<file path="src/rtl/mem_access.sv">
// Memory stage: drives a single-outstanding req/gnt/rvalid data bus for
// loads/stores, steers store byte lanes, extracts/extends load data, and
// presents one registered result per instruction to writeback.
module mem_access #(
  parameter int unsigned TIMEOUT_CYCLES = 16
) (
  input  logic        clk,
  input  logic        rst_n,
  input  logic        valid_in,
  input  logic [31:0] alu_out,
  input  logic [31:0] rs2_data,
  input  logic [1:0]  mem_op,
  input  logic [1:0]  mem_size,
  input  logic        mem_unsigned,
  output logic        stall,
  output logic        dmem_req,
  output logic        dmem_we,
  output logic [31:0] dmem_addr,
  output logic [3:0]  dmem_be,
  output logic [31:0] dmem_wdata,
  input  logic        dmem_gnt,
  input  logic        dmem_rvalid,
  input  logic [31:0] dmem_rdata,
  output logic        wb_valid,
  output logic [31:0] wb_data,
  output logic        wb_misalign,
  output logic        wb_buserr
);

  localparam int unsigned CNT_W = $clog2(TIMEOUT_CYCLES + 1);
  localparam logic [CNT_W-1:0] CNT_LAST = CNT_W'(TIMEOUT_CYCLES - 1);

  localparam logic [1:0] S_IDLE = 2'd0;
  localparam logic [1:0] S_REQ  = 2'd1;
  localparam logic [1:0] S_RESP = 2'd2;

  localparam logic [1:0] OP_LOAD  = 2'b01;
  localparam logic [1:0] OP_STORE = 2'b10;
  localparam logic [1:0] SZ_BYTE  = 2'b00;
  localparam logic [1:0] SZ_HALF  = 2'b01;

  logic [1:0]       state_q, state_d;
  logic [CNT_W-1:0] cnt_q, cnt_d;
  logic [31:0]      addr_q, addr_d;
  logic [1:0]       size_q, size_d;
  logic             uns_q, uns_d;
  logic             req_q, req_d;
  logic             we_q, we_d;
  logic [3:0]       be_q, be_d;
  logic [31:0]      wdata_q, wdata_d;
  logic             wb_valid_q, wb_valid_d;
  logic [31:0]      wb_data_q, wb_data_d;
  logic             wb_mis_q, wb_mis_d;
  logic             wb_err_q, wb_err_d;

  logic        is_mem_c;
  logic        misalign_c;
  logic        accept_c;
  logic        timeout_c;
  logic [3:0]  lane_be_c;
  logic [31:0] lane_wdata_c;
  logic [7:0]  ld_byte_c;
  logic [15:0] ld_half_c;
  logic [31:0] load_data_c;

  // Decode the incoming instruction: alignment and store lane steering
  always_comb begin
    is_mem_c     = valid_in & ((mem_op == OP_LOAD) | (mem_op == OP_STORE));
    misalign_c   = 1'b0;
    lane_be_c    = 4'b1111;
    lane_wdata_c = rs2_data;
    case (mem_size)
      SZ_BYTE: begin
        lane_be_c    = 4'b0001 << alu_out[1:0];
        lane_wdata_c = {4{rs2_data[7:0]}};
      end
      SZ_HALF: begin
        misalign_c   = alu_out[0];
        lane_be_c    = alu_out[1] ? 4'b1100 : 4'b0011;
        lane_wdata_c = {2{rs2_data[15:0]}};
      end
      default: misalign_c = |alu_out[1:0];
    endcase
    accept_c  = (state_q == S_IDLE) & is_mem_c & ~misalign_c;
    timeout_c = (cnt_q >= CNT_LAST);
  end

  // Select the addressed lane of the returned word and extend it
  always_comb begin
    ld_byte_c = dmem_rdata[{addr_q[1:0], 3'b000} +: 8];
    ld_half_c = addr_q[1] ? dmem_rdata[31:16] : dmem_rdata[15:0];
    case (size_q)
      SZ_BYTE: load_data_c = {{24{~uns_q & ld_byte_c[7]}}, ld_byte_c};
      SZ_HALF: load_data_c = {{16{~uns_q & ld_half_c[15]}}, ld_half_c};
      default: load_data_c = dmem_rdata;
    endcase
  end

  // Next-state and registered-output logic
  always_comb begin
    state_d    = state_q;
    cnt_d      = cnt_q;
    addr_d     = addr_q;
    size_d     = size_q;
    uns_d      = uns_q;
    req_d      = req_q;
    we_d       = we_q;
    be_d       = be_q;
    wdata_d    = wdata_q;
    wb_valid_d = 1'b0;
    wb_data_d  = wb_data_q;
    wb_mis_d   = 1'b0;
    wb_err_d   = 1'b0;
    case (state_q)
      S_IDLE: begin
        if (valid_in) begin
          if (!is_mem_c) begin
            wb_valid_d = 1'b1;
            wb_data_d  = alu_out;
          end else if (misalign_c) begin
            wb_valid_d = 1'b1;
            wb_mis_d   = 1'b1;
            wb_data_d  = alu_out;
          end else begin
            addr_d  = alu_out;
            size_d  = mem_size;
            uns_d   = mem_unsigned;
            we_d    = (mem_op == OP_STORE);
            be_d    = lane_be_c;
            wdata_d = (mem_op == OP_STORE) ? lane_wdata_c : 32'h0;
            req_d   = 1'b1;
            cnt_d   = '0;
            state_d = S_REQ;
          end
        end
      end
      S_REQ: begin
        if (dmem_gnt) begin
          req_d = 1'b0;
          cnt_d = cnt_q + CNT_W'(1);
          if (we_q) begin
            wb_valid_d = 1'b1;
            wb_data_d  = 32'h0;
            state_d    = S_IDLE;
          end else begin
            state_d = S_RESP;
          end
        end else if (timeout_c) begin
          req_d      = 1'b0;
          wb_valid_d = 1'b1;
          wb_err_d   = 1'b1;
          wb_data_d  = addr_q;
          state_d    = S_IDLE;
        end else begin
          cnt_d = cnt_q + CNT_W'(1);
        end
      end
      S_RESP: begin
        if (dmem_rvalid) begin
          wb_valid_d = 1'b1;
          wb_data_d  = load_data_c;
          state_d    = S_IDLE;
        end else if (timeout_c) begin
          wb_valid_d = 1'b1;
          wb_err_d   = 1'b1;
          wb_data_d  = addr_q;
          state_d    = S_IDLE;
        end else begin
          cnt_d = cnt_q + CNT_W'(1);
        end
      end
      default: state_d = S_IDLE;
    endcase
  end

  // State and output registers
  always_ff @(posedge clk or negedge rst_n) begin
    if (!rst_n) begin
      state_q    <= S_IDLE;
      cnt_q      <= '0;
      addr_q     <= '0;
      size_q     <= '0;
      uns_q      <= 1'b0;
      req_q      <= 1'b0;
      we_q       <= 1'b0;
      be_q       <= '0;
      wdata_q    <= '0;
      wb_valid_q <= 1'b0;
      wb_data_q  <= '0;
      wb_mis_q   <= 1'b0;
      wb_err_q   <= 1'b0;
    end else begin
      state_q    <= state_d;
      cnt_q      <= cnt_d;
      addr_q     <= addr_d;
      size_q     <= size_d;
      uns_q      <= uns_d;
      req_q      <= req_d;
      we_q       <= we_d;
      be_q       <= be_d;
      wdata_q    <= wdata_d;
      wb_valid_q <= wb_valid_d;
      wb_data_q  <= wb_data_d;
      wb_mis_q   <= wb_mis_d;
      wb_err_q   <= wb_err_d;
    end
  end

  assign stall       = (state_q != S_IDLE) | accept_c;
  assign dmem_req    = req_q;
  assign dmem_we     = we_q;
  assign dmem_addr   = {addr_q[31:2], 2'b00};
  assign dmem_be     = be_q;
  assign dmem_wdata  = wdata_q;
  assign wb_valid    = wb_valid_q;
  assign wb_data     = wb_data_q;
  assign wb_misalign = wb_mis_q;
  assign wb_buserr   = wb_err_q;

endmodule
</file>
<file path="config.mk">
export PLATFORM = sky130hd
export DESIGN_NAME = mem_access
export DESIGN_NICKNAME = d
export VERILOG_FILES = /design/src/rtl/mem_access.sv
export SDC_FILE = /design/constraint.sdc
export NUM_CORES = 1
export LEC_CHECK = 0
export CAP_MARGIN = 20
export CORE_ASPECT_RATIO = 1.25
export CORE_MARGIN = 2
export CORE_UTILIZATION = 43
export CTS_CLUSTER_SIZE = 40
export DETAILED_ROUTE_END_ITERATION = 12
export GPL_ROUTABILITY_DRIVEN = 0
export PLACE_DENSITY = 0.77
export SLEW_MARGIN = 20
export SYNTH_ARGS = -nofsm -noshare
export SYNTH_HDL_FRONTEND = slang
export SYNTH_SLANG_ARGS = --single-unit
</file>
<file path="constraint.sdc">
create_clock -name clk -period 2.1 [get_ports clk]
set_input_delay 0.21 -clock clk [delete_from_list [all_inputs] [get_ports clk]]
set_output_delay 0.21 -clock clk [all_outputs]
set_load 0.01 [all_outputs]
</file>
; ---- Word level (Yosys, flattened, before mapping)
; Index checks and enable logic that the tools add are counted.
[classes]
n_mux = 50
n_bitwise = 9
reduce_logical = 12
magnitude_cmp = 1
add_sub_neg = 1
n_eq_ne = 13
shifts = 2
[ops]
columns = op, count
row1 = $mux 32, 8
row2 = $pmux 32 s2, 2
row3 = $pmux 32 s3, 1
row4 = $shiftx 32x6->8, 1
row5 = $mux 5, 6
row6 = $mux 1, 17
row7 = $mux 16, 1
row8 = $pmux 5 s3, 1
row9 = $mux 2, 7
row10 = $reduce_and 5->1, 2
row11 = $ne 3x3->1 const B, 3
row12 = $eq 2x1->1 const B, 4
row13 = $ne 2x2->1 const B, 4
row14 = $pmux 4 s2, 1
row15 = $reduce_and 4->1, 2
row16 = $logic_not 2->1, 3
row17 = $pmux 1 s2, 3
row18 = $pmux 2 s3, 1
row19 = $add 5x1->5 const B, 1
row20 = $and 1x1->1, 5
row21 = $ge 5x4->1 const B, 1
row22 = $eq 2x2->1 const B, 2
row23 = $mux 4, 1
row24 = $reduce_bool 2->1, 2
row25 = other kinds (7), 9
[word_totals]
out_inout_bits = 106
register_bits = 115
input_bits = 106

; ---- Logic depth before layout (Yosys ltp)
; Gate-level depths: netlist of the first run.
[logic_depth]
ltp_word = 6
ltp_mapped = 9
depth_no_buf = 8

; ---- Worst setup path before layout of the first run
; No wires, ideal clock.
[synth_path]
kind = register to register
startpoint = register cnt_q[0]
endpoint = register wb_data_q[3], in the netlist wb_data[3]
path_buffers = 0
path_slack_ps = -24
required_time_ps = 1971
setup_time_ps = 129
stages_incl_launch_ff = 8
t_arrival_ps = 1995
period_less_slack_ps = 2124
cell_sequence = dfrtp_1 -> ha_1 -> and3_1 -> ha_1 -> nor3_1 -> nor3_1 -> a221oi_1 -> o2bb2ai_1
[synth_via]
elab_chain_cells = 4
elab_cells_between_ends = 5
[synth_rtl]
columns = element, line_no
row1 = from (decl), 43  ; logic [CNT_W-1:0] cnt_q, cnt_d;
row2 = from (signal assigned), 194  ; cnt_q <= cnt_d;
row3 = $ge 5x4->1 *, 85  ; timeout_c = (cnt_q >= CNT_LAST);
row4 = $mux 32 *, --
row5 = $mux 32 (on tied branches), --
row6 = $pmux 32 s3 *, --
row7 = to (signal assigned), 203  ; wb_data_q <= wb_data_d;
row8 = to (decl), 52  ; logic [31:0] wb_data_q, wb_data_d;
; Every way passes the cells marked *; elsewhere a longest branch is shown, timed or not.
; A chain may end at the register's enable or synchronous reset.

; ---- Worst setup path after layout of the first run
[layout_path]
startpoint = register cnt_q[1]
endpoint = register wb_data_q[24], in the netlist wb_data[24]
; The elaborated chain is that of the path after synthesis.

==> flow_summary.toml, run 1 <==
[sta]
fin_crit_sh_pct = 98.80
maxSlewHeadroom_pct = 56.31
tightestPinTransition_ns = 0.6546
tns_ns = 0
rsz0062_at_grt = "true"
final_hold_viol_count = 0
skew_ns = 0.007803
slew_viol_final = 0
post-route-min-period_ns = 2.075
fin_ws_ns = 0.02519
clock.fmax_mhz = 482.0
setup_viol = 0

[critical_path]
reg2reg_depth = 9
rr_endpoint = "wb_data[24]"
critPathLaunchType = "flop"
worstSetupEndpointType = "flop"
crit_type = "reg -> reg"
arrival_ns = 2.38
path_max_fanout = 11
reg2reg_setup_slack_ns = 0.03
worstReg2RegStart = "cnt_q[1]"
crit_required_ns = 2.40

[placed_design]
dp_hpwl_um = 15950
placed_cell_area_um2 = 9358
pre_cts_ws_ns = -0.1922
io_buffers = 209

[global_route]
antenna_found_initial = 0
grtUsageTotal_pct = 26.09
grt_pass1_vias = 6727
grt_pass1_wl_um = 34760
overflow = 0
grt_max_degree = 78

[synthesis]
yosys.area.top_type = "dfrtp_1"
yosysSeqAreaShare_pct = 41.79
synth_area_um2 = 6887
ys.warnings.count = 0
synthTopCellsByCount = "nand2_1 (192), dfrtp_1 (115), nor2_1 (58)"
synth_edf_count = 0
syn_avg_cell_area_um2 = 8.773
synth.top_cells.by_area = "dfrtp_1 (42%), nand2_1 (10%), mux2i_1 (5.5%)"
synth_async_sr_flop_share_pct = 100.0
synthDistinctLibCells = 61
yosysMostFrequentCell = "nand2_1"
synth-main-ff-cell = "dfrtp_1"
syn_inst = 785
ys_ff_latch = 115
synth_top_area_share_pct = 41.79

[power_and_ir_drop]
power_w = 0.01348
max-vdd-ir-drop_mv = 0.5638
power_density_nw_per_um2 = 1325
leakage_nw = 4.498

[cts]
cts_tree = "done"
clk_latency_ns = 0.42
cts-root-buf = "clkbuf_16"
cts_setup_buffers = 0
clkTransAtPathRegs_ns = 0.06
cts_made_buffers = 17
numClockSinks = 115
cts_max_path_buffers = 2
htreeDepth = 4

[final_layout]
fin_area_um2 = 10180
multi_input_area_um2 = 3642
syn2layout_area_growth_pct = 47.77
drive_gt1_share_pct = 16.20
register_area_um2 = 2879
fin_nets = 1106
antenna_cells = 0
fillCellCount = 1214

[routing]
ant_nets = 0
first_pass_iters = 6
drc = 0
drt-total-wl_um = 22450
vias_per_cell = 5.553
drt-initial-drc-count = 452
detail_route.wl_per_cell_um = 18.43
num_vias = 6763

[die]
chipWidth_um = 117.2
rows = 51
coreArea_um2 = 15630
initial_utilization_pct = 44.05
io_pins = 212
die_h_um = 145.5
die_area_um2 = 17050

[outcome]
status = "completed"

[flow_run]
cap_violations = 0

[hold_path]
hold_class = "in -> async"
-- cell type report --
type,instances,area share [%]
timing repair buffer,277,26.80
inverter,15,0.5533
multi-input combinational,567,35.79
clock inverter,9,1.254
clock buffer,23,4.697
tap,212,2.607
sequential,115,28.29
-- cell usage in the layout (no fill, tap or decap), types with 3 or more instances in the layout --
cell type,instances
bufinv_16,3
nor3_1,6
clkbuf_16,19
o221ai_2,10
o21ai_0,31
clkdlybuf4s50_1,207
nand2_1,190
a2111oi_2,3
mux4_2,4
o31ai_1,4
ha_1,4
mux2i_1,34
o21a_1,5
clkbuf_8,3
o211ai_1,5
a22o_1,22
clkinv_2,3
buf_12,7
a221o_1,7
clkinvlp_4,3
mux2_2,18
dfrtp_1,114
o22ai_1,4
inv_1,15
o2bb2ai_1,6
a21oi_1,34
o221ai_1,11
buf_4,58
and3_1,5
nor2_1,54
nor2b_1,5
a31oi_1,6
nand3_1,38
nand2b_1,5
clkbuf_1,3
-- registers in the layout, indices dropped and copies added (netlist names) --
signal       cells
dmem_we          1
wb_buserr        1
wb_data         32
uns_q            1
dmem_wdata      32
wb_valid         1
dmem_req         1
cnt_q            5
dmem_be          4
addr_q          32
wb_misalign      1
size_q           2
state_q          2
-- report_power, final --
part / internal [W] / leakage [nW] / switching, W
registers: 0.00311 / 1.47 / 0.000800
clock network: 0.00195 / 0.289 / 0.00103
logic: 0.00335 / 2.74 / 0.00324
-- timing repair --
action	4_1_cts	5_1_grt
gates resized for setup	8	28
hold buffers	1	0
pin swaps	1	9
setup endpoints to repair	24	36
endpoints found under the hold margin	23	0
cloned	0	2
-- worst max-delay path, stage by stage, from the launching register on --
cell and delay [ns]:
dfrtp_1 0.38, ha_2 0.20, and3_4 0.18, ha_4 0.16, nor2_4 0.18, nand2_4 0.13
clkbuf_16 0.21, mux2i_4 0.17, o221ai_2 0.12, a22o_1 0.21
-- how the worst max path moves through the flow --
stage	startpoint	to	slack, ns	cells after the start
finish	cnt_q[1]	wb_data[24]	0.03	9
detailed placement	mem_op[0]	wb_data[14]	-0.19	9
CTS	state_q[0]	wb_data[9]	-0.04	7
floorplan	cnt_q[0]	wb_data[28]	0.01	9
global route	cnt_q[1]	wb_data[24]	-0.03	9
global placement	mem_op[0]	wb_data[14]	-0.17	9
-- cells by family (layout without fill, tap and decap cells) --
group                    Yosys count  in the layout  synth area share (%)
flip-flops                       115            115                 41.79
other                              1              2               0.05445
AO/OA/AOI/OAI                    171            171                 18.75
adder cells (fa/ha/maj)            7              7                 1.272
multiplexers                      61             61                 9.993
AND/OR/NAND/NOR                  324            324                 19.99
XOR/XNOR                           2              2                0.2544
buffers and inverters            104            324                 7.903
-- metrics by stage --
stage / utilization (%) / hold WS [ns] / instances
5_1_grt: 65.09 / 0.2715 / 1218
2_1_floorplan: - / -0.08559 / 786
3_5_place_dp: 59.86 / 0.1422 / 1183
4_1_cts: 64.02 / 0.2373 / 1216
3_3_place_gp: 59.86 / 0.1427 / 1183
6_report: 65.09 / 0.2430 / 1218
-- layer usage --
metal  vias up  track usage, %  share of wire, %
met5         -               0                 0
met4         0           12.76               3.9
met3        66           7.747               8.5
met2       320           41.21                48
met1      3230           32.17                40
li1       3147               -                 -
(Power assumes the default switching activity.)
==> run 2, diff against run 1 <==
--- a/config.mk
+++ b/config.mk
@@ -13,6 +13,7 @@
 export DETAILED_ROUTE_END_ITERATION = 12
 export GPL_ROUTABILITY_DRIVEN = 0
 export PLACE_DENSITY = 0.77
+export REMOVE_ABC_BUFFERS = 1
 export SLEW_MARGIN = 20
 export SYNTH_ARGS = -nofsm -noshare
 export SYNTH_HDL_FRONTEND = slang
==> flow_summary.toml, run 2 (synthesized netlist as in run 1, its figures left out) <==
[outcome]
status = "completed"

[critical_path]
crit_required_ns = 2.40
arrival_ns = 2.32
critPathLaunchType = "flop"
worstReg2RegStart = "cnt_q[1]"
rr_endpoint = "wb_data[27]"
worstSetupEndpointType = "flop"
reg2reg_depth = 9
reg2reg_setup_slack_ns = 0.09
path_max_fanout = 11
crit_type = "reg -> reg"

[cts]
cts_max_path_buffers = 2
numClockSinks = 115
clkTransAtPathRegs_ns = 0.06
clk_latency_ns = 0.41
htreeDepth = 4
cts_tree = "done"
cts_made_buffers = 17
cts-root-buf = "clkbuf_16"

[sta]
final_hold_viol_count = 0
fin_ws_ns = 0.08653
tightestPinTransition_ns = 0.6733
skew_ns = 0.006412
post-route-min-period_ns = 2.013
fin_crit_sh_pct = 95.88
slew_viol_final = 0
setup_viol = 0
clock.fmax_mhz = 496.7
rsz0062_at_grt = "true"
holdWs_ns = 0.3129
maxSlewHeadroom_pct = 55.06

[global_route]
grt_pass1_vias = 6868
grt_max_degree = 51
grtUsageTotal_pct = 26.05
antenna_found_initial = 0
overflow = 0
grt_pass1_wl_um = 35110

[routing]
drt-total-wl_um = 22320
detail_route.wl_per_cell_um = 18.24
vias_per_cell = 5.540
first_pass_iters = 5
drt-initial-drc-count = 482
num_vias = 6781
drc = 0
ant_nets = 0

[die]
die_area_um2 = 17050
rows = 51
coreArea_um2 = 15630
die_h_um = 145.5
initial_utilization_pct = 44.05
io_pins = 212
chipWidth_um = 117.2

[power_and_ir_drop]
power_w = 0.01344
power_density_nw_per_um2 = 1319
max-vdd-ir-drop_mv = 0.6834
leakage_nw = 4.527

[final_layout]
drive_gt1_share_pct = 16.11
antenna_cells = 0
syn2layout_area_growth_pct = 48.06
fin_area_um2 = 10200
fin_nets = 1112
mostFrequentLayoutCell = "clkdlybuf4s50_1"
layout_common_cells = "clkdlybuf4s50_1 (207), nand2_1 (191), dfrtp_1 (115), buf_4 (60), nor2_1 (55)"
stdcell_count = 1224

[flow_run]
cap_violations = 0

[placed_design]
dp_hpwl_um = 15890
io_buffers = 209
pre_cts_ws_ns = -0.2052
placed_cell_area_um2 = 9425
placedCellCount = 1186

[hold_path]
hold_class = "in -> async"
[run 2: cell types whose count changed in the layout (fill, tap and decap cells not counted), moves of 2 or more]
| cell | before | now |
|---|---|---|
| a2111oi_0 | 0 | 2 |
| a2111oi_2 | 3 | 1 |
| buf_12 | 7 | 12 |
| buf_4 | 58 | 60 |
| clkbuf_1 | 3 | 0 |
| clkinvlp_4 | 3 | 5 |
| mux2i_1 | 34 | 36 |
[run 2: through the flow]
stage / utilization (%) / setup TNS, ns
6_report: 65.22 / 0
4_1_cts: 64.47 / 0
5_1_grt: 65.22 / -0.03042
3_5_place_dp: 60.29 / -5.409
2_1_floorplan: - / -82.71
3_3_place_gp: 60.29 / -2.910
[run 2: routing by layer]
layer / vias up / routed length [µm] / track usage, %
met4: 0 / 1009 / 12.12
met1: 3219 / 8521 / 31.63
met3: 69 / 2057 / 7.539
met2: 328 / 10730 / 42.10
li1: 3165 / - / -
met5: - / 0 / 0
[run 2: how the worst max path moves through the flow]
stage,slack (ns),endpoint,depth (start not counted),from
2_1_floorplan,-1.90,wb_data[11],7,state_q[0]
3_3_place_gp,-0.17,wb_data[14],9,mem_op[0]
3_5_place_dp,-0.21,wb_data[14],9,mem_op[0]
4_1_cts,0.02,wb_data[18],9,cnt_q[0]
5_1_grt,-0.02,wb_data[9],7,state_q[1]
6_report,0.09,wb_data[27],9,cnt_q[1]
[run 2: worst max-delay path, stage by stage, from the launching register on]
cell and delay, ns:
dfrtp_1 0.39, ha_2 0.19, and3_4 0.18, ha_4 0.17, nor2_4 0.13, nand2_4 0.12, clkbuf_16 0.22, mux2i_1 0.19
o221ai_2 0.12, a22o_1 0.18
[run 2: where the power goes]
group / switching [W] / internal (W) / total, W
clock: 0.00110 / 0.00184 / 0.00293
combinational: 0.00324 / 0.00339 / 0.00663
sequential: 0.000773 / 0.00310 / 0.00388
[run 2: layout make-up]
| class | count | area [µm²] |
|---|---|---|
| flip-flops and latches | 115 | 2878 |
| clock buffers | 20 | 466.7 |
| fillers | 1284 | 5438 |
| multi-input cells | 567 | 3568 |
| repair buffers | 283 | 2831 |
| clock inverters | 12 | 130.1 |
| inverters | 15 | 56.30 |
| well taps | 212 | 265.3 |
[run 2: what timing repair did]
action                                  CTS  global route
endpoints found under the setup margin   26            30
hold endpoints to repair                 35             0
pin swaps                                 1             3
hold buffers                              1             0
resized for setup                         9            11
cloned                                    0             2
setup buffers                             1             2
==> run 3, diff against run 2 <==
--- a/config.mk
+++ b/config.mk
@@ -13,6 +13,7 @@
 export DETAILED_ROUTE_END_ITERATION = 12
 export GPL_ROUTABILITY_DRIVEN = 0
 export PLACE_DENSITY = 0.77
+export RECOVER_POWER = 100
 export REMOVE_ABC_BUFFERS = 1
 export SLEW_MARGIN = 20
 export SYNTH_ARGS = -nofsm -noshare
==> flow_summary.toml, run 3 (synthesized netlist as in run 1, its figures left out) <==
[outcome]
status = "completed"

[sta]
setup_viol = 0
fin_ws_ns = 0.02771
slew_viol_final = 0
fin_crit_sh_pct = 98.68
post-route-min-period_ns = 2.072
final_hold_viol_count = 0
holdWs_ns = 0.3530
rsz0062_at_grt = "true"
tightestPinTransition_ns = 0.9606
skew_ns = 0.007478
clock.fmax_mhz = 482.6
maxSlewHeadroom_pct = 35.96

[cts]
cts_made_buffers = 17
clkTransAtPathRegs_ns = 0.05
numClockSinks = 115
htreeDepth = 4
cts_max_path_buffers = 2
cts_tree = "done"
cts-root-buf = "clkbuf_16"
clk_latency_ns = 0.42

[final_layout]
layout_common_cells = "nand2_1 (191), dfrtp_1 (115), dlygate4sd3_1 (105), clkdlybuf4s50_1 (103), buf_4 (57)"
drive_gt1_share_pct = 15.81
fin_nets = 1112
antenna_cells = 0
mostFrequentLayoutCell = "nand2_1"
syn2layout_area_growth_pct = 46.89
final_core_util_pct = 64.71

[critical_path]
path_max_fanout = 11
arrival_ns = 2.37
worstReg2RegStart = "cnt_q[1]"
reg2reg_setup_slack_ns = 0.03
critPathLaunchType = "flop"
crit_slowest_cell = "dfrtp_1"
reg2reg_depth = 9
slowest_delay_ns = 0.37
rr_endpoint = "cnt_q[0]"
crit_type = "reg -> reg"
worstSetupEndpointType = "flop"
crit_required_ns = 2.40
path_cells = "ha_2, and3_4, ha_4, nor2_4, nand2_4, buf_4, o21ai_0, and3_1, mux2_2"

[flow_run]
cap_violations = 0

[routing]
drc = 0
drt-initial-drc-count = 515
num_vias = 6798
first_pass_iters = 5
drt-total-wl_um = 22340
vias_per_cell = 5.554
detail_route.wl_per_cell_um = 18.25
ant_nets = 0

[die]
rows = 51
coreArea_um2 = 15630
chipWidth_um = 117.2
io_pins = 212
die_h_um = 145.5
initial_utilization_pct = 44.05
die_area_um2 = 17050

[global_route]
antenna_found_initial = 0
overflow = 0
grt_pass1_wl_um = 35110
grtUsageTotal_pct = 26.05
grt_max_degree = 51
grt_pass1_vias = 6868

[power_and_ir_drop]
leakage_nw = 4.675
p_sw_w = 0.005070
comb_power_share_pct = 48.2
max-vdd-ir-drop_mv = 0.6837
power_density_nw_per_um2 = 1292
p_clk_share_pct = 22.5
pwr-share-seq_pct = 29.3
switching_share_pct = 38.77
internal_power_w = 0.008005

[placed_design]
pre_cts_ws_ns = -0.2052
dp_hpwl_um = 15890
io_buffers = 209

[hold_path]
min_from = "alu_out[20]"
hold_path_depth = 3
holdPathEnd = "addr_q[20]"
hold_class = "in -> reg"
run 3: cell count changes in the layout (fill, tap and decap cells not counted), sizes merged:
cell	delta
clkbuf	+4
buf	-4
dlygate4sd3	+104
clkdlybuf4s50	-104
run 3: critical path: cells and delay by family, from the launching register on:
family | cells | cell delay, ns
adders and majority gates | 2 | 0.35
and+or+nand+nor | 4 | 0.60
muxes | 1 | 0.25
AOI/OAI and AO/OA | 1 | 0.12
DFF | 1 | 0.37
buffers and inverters | 1 | 0.27
run 3: power groups by stage:
stage	clock network [W]	logic, W	registers [W]
finish	0.00294	0.00630	0.00384
global route	0.00307	0.00684	0.00396
CTS	0.00297	0.00659	0.00386
detailed placement	0	0.00655	0.00387
global placement	0	0.00642	0.00385
floorplan	0	0.00272	0.00422
run 3: how the worst max path moves through the flow:
| stage | start | endpoint | depth (start not counted) |
|---|---|---|---|
| after global routing | cnt_q[1] | cnt_q[0] | 9 |
| after detailed placement | mem_op[0] | wb_data[14] | 9 |
| after floorplan | state_q[0] | wb_data[11] | 7 |
| after global placement | mem_op[0] | wb_data[14] | 9 |
| after CTS | cnt_q[0] | wb_data[18] | 9 |
| final | cnt_q[1] | cnt_q[0] | 9 |
run 3: metal layers:
| metal | track usage (%) | part of all wire (%) |
|---|---|---|
| met1 | 31.63 | 38 |
| met3 | 7.539 | 9.3 |
| met4 | 12.12 | 4.5 |
| met5 | 0 | 0 |
| met2 | 42.10 | 48 |
run 3: layout make-up:
cell class | instances | area (µm²)
Clock buffer | 20 | 466.7
Tap cell | 212 | 265.3
Timing Repair Buffer | 283 | 2756
Clock inverter | 12 | 130.1
Inverter | 15 | 56.30
Fill cell | 1298 | 5518
Sequential cell | 115 | 2878
Multi-Input combinational cell | 567 | 3563
run 3: per-stage QoR:
step / power [W] / TNS [ns] / area, µm² / cells
6_report: 0.01307 / 0 / 10120 / 1224
2_1_floorplan: 0.006938 / -82.71 / 6402 / 697
5_1_grt: 0.01387 / -0.08674 / 10120 / 1224
3_5_place_dp: 0.01043 / -5.409 / 9425 / 1186
3_3_place_gp: 0.01027 / -2.910 / 9425 / 1186
4_1_cts: 0.01342 / 0 / 10080 / 1220
run 3: repair_timing:
item / CTS / global route
pin swaps: 1 / 3
setup buffers: 1 / 2
cloned: 0 / 2
hold buffers: 1 / 0
hold endpoints to repair: 35 / 0
endpoints found under the setup margin: 26 / 30
gates resized for setup: 9 / 11
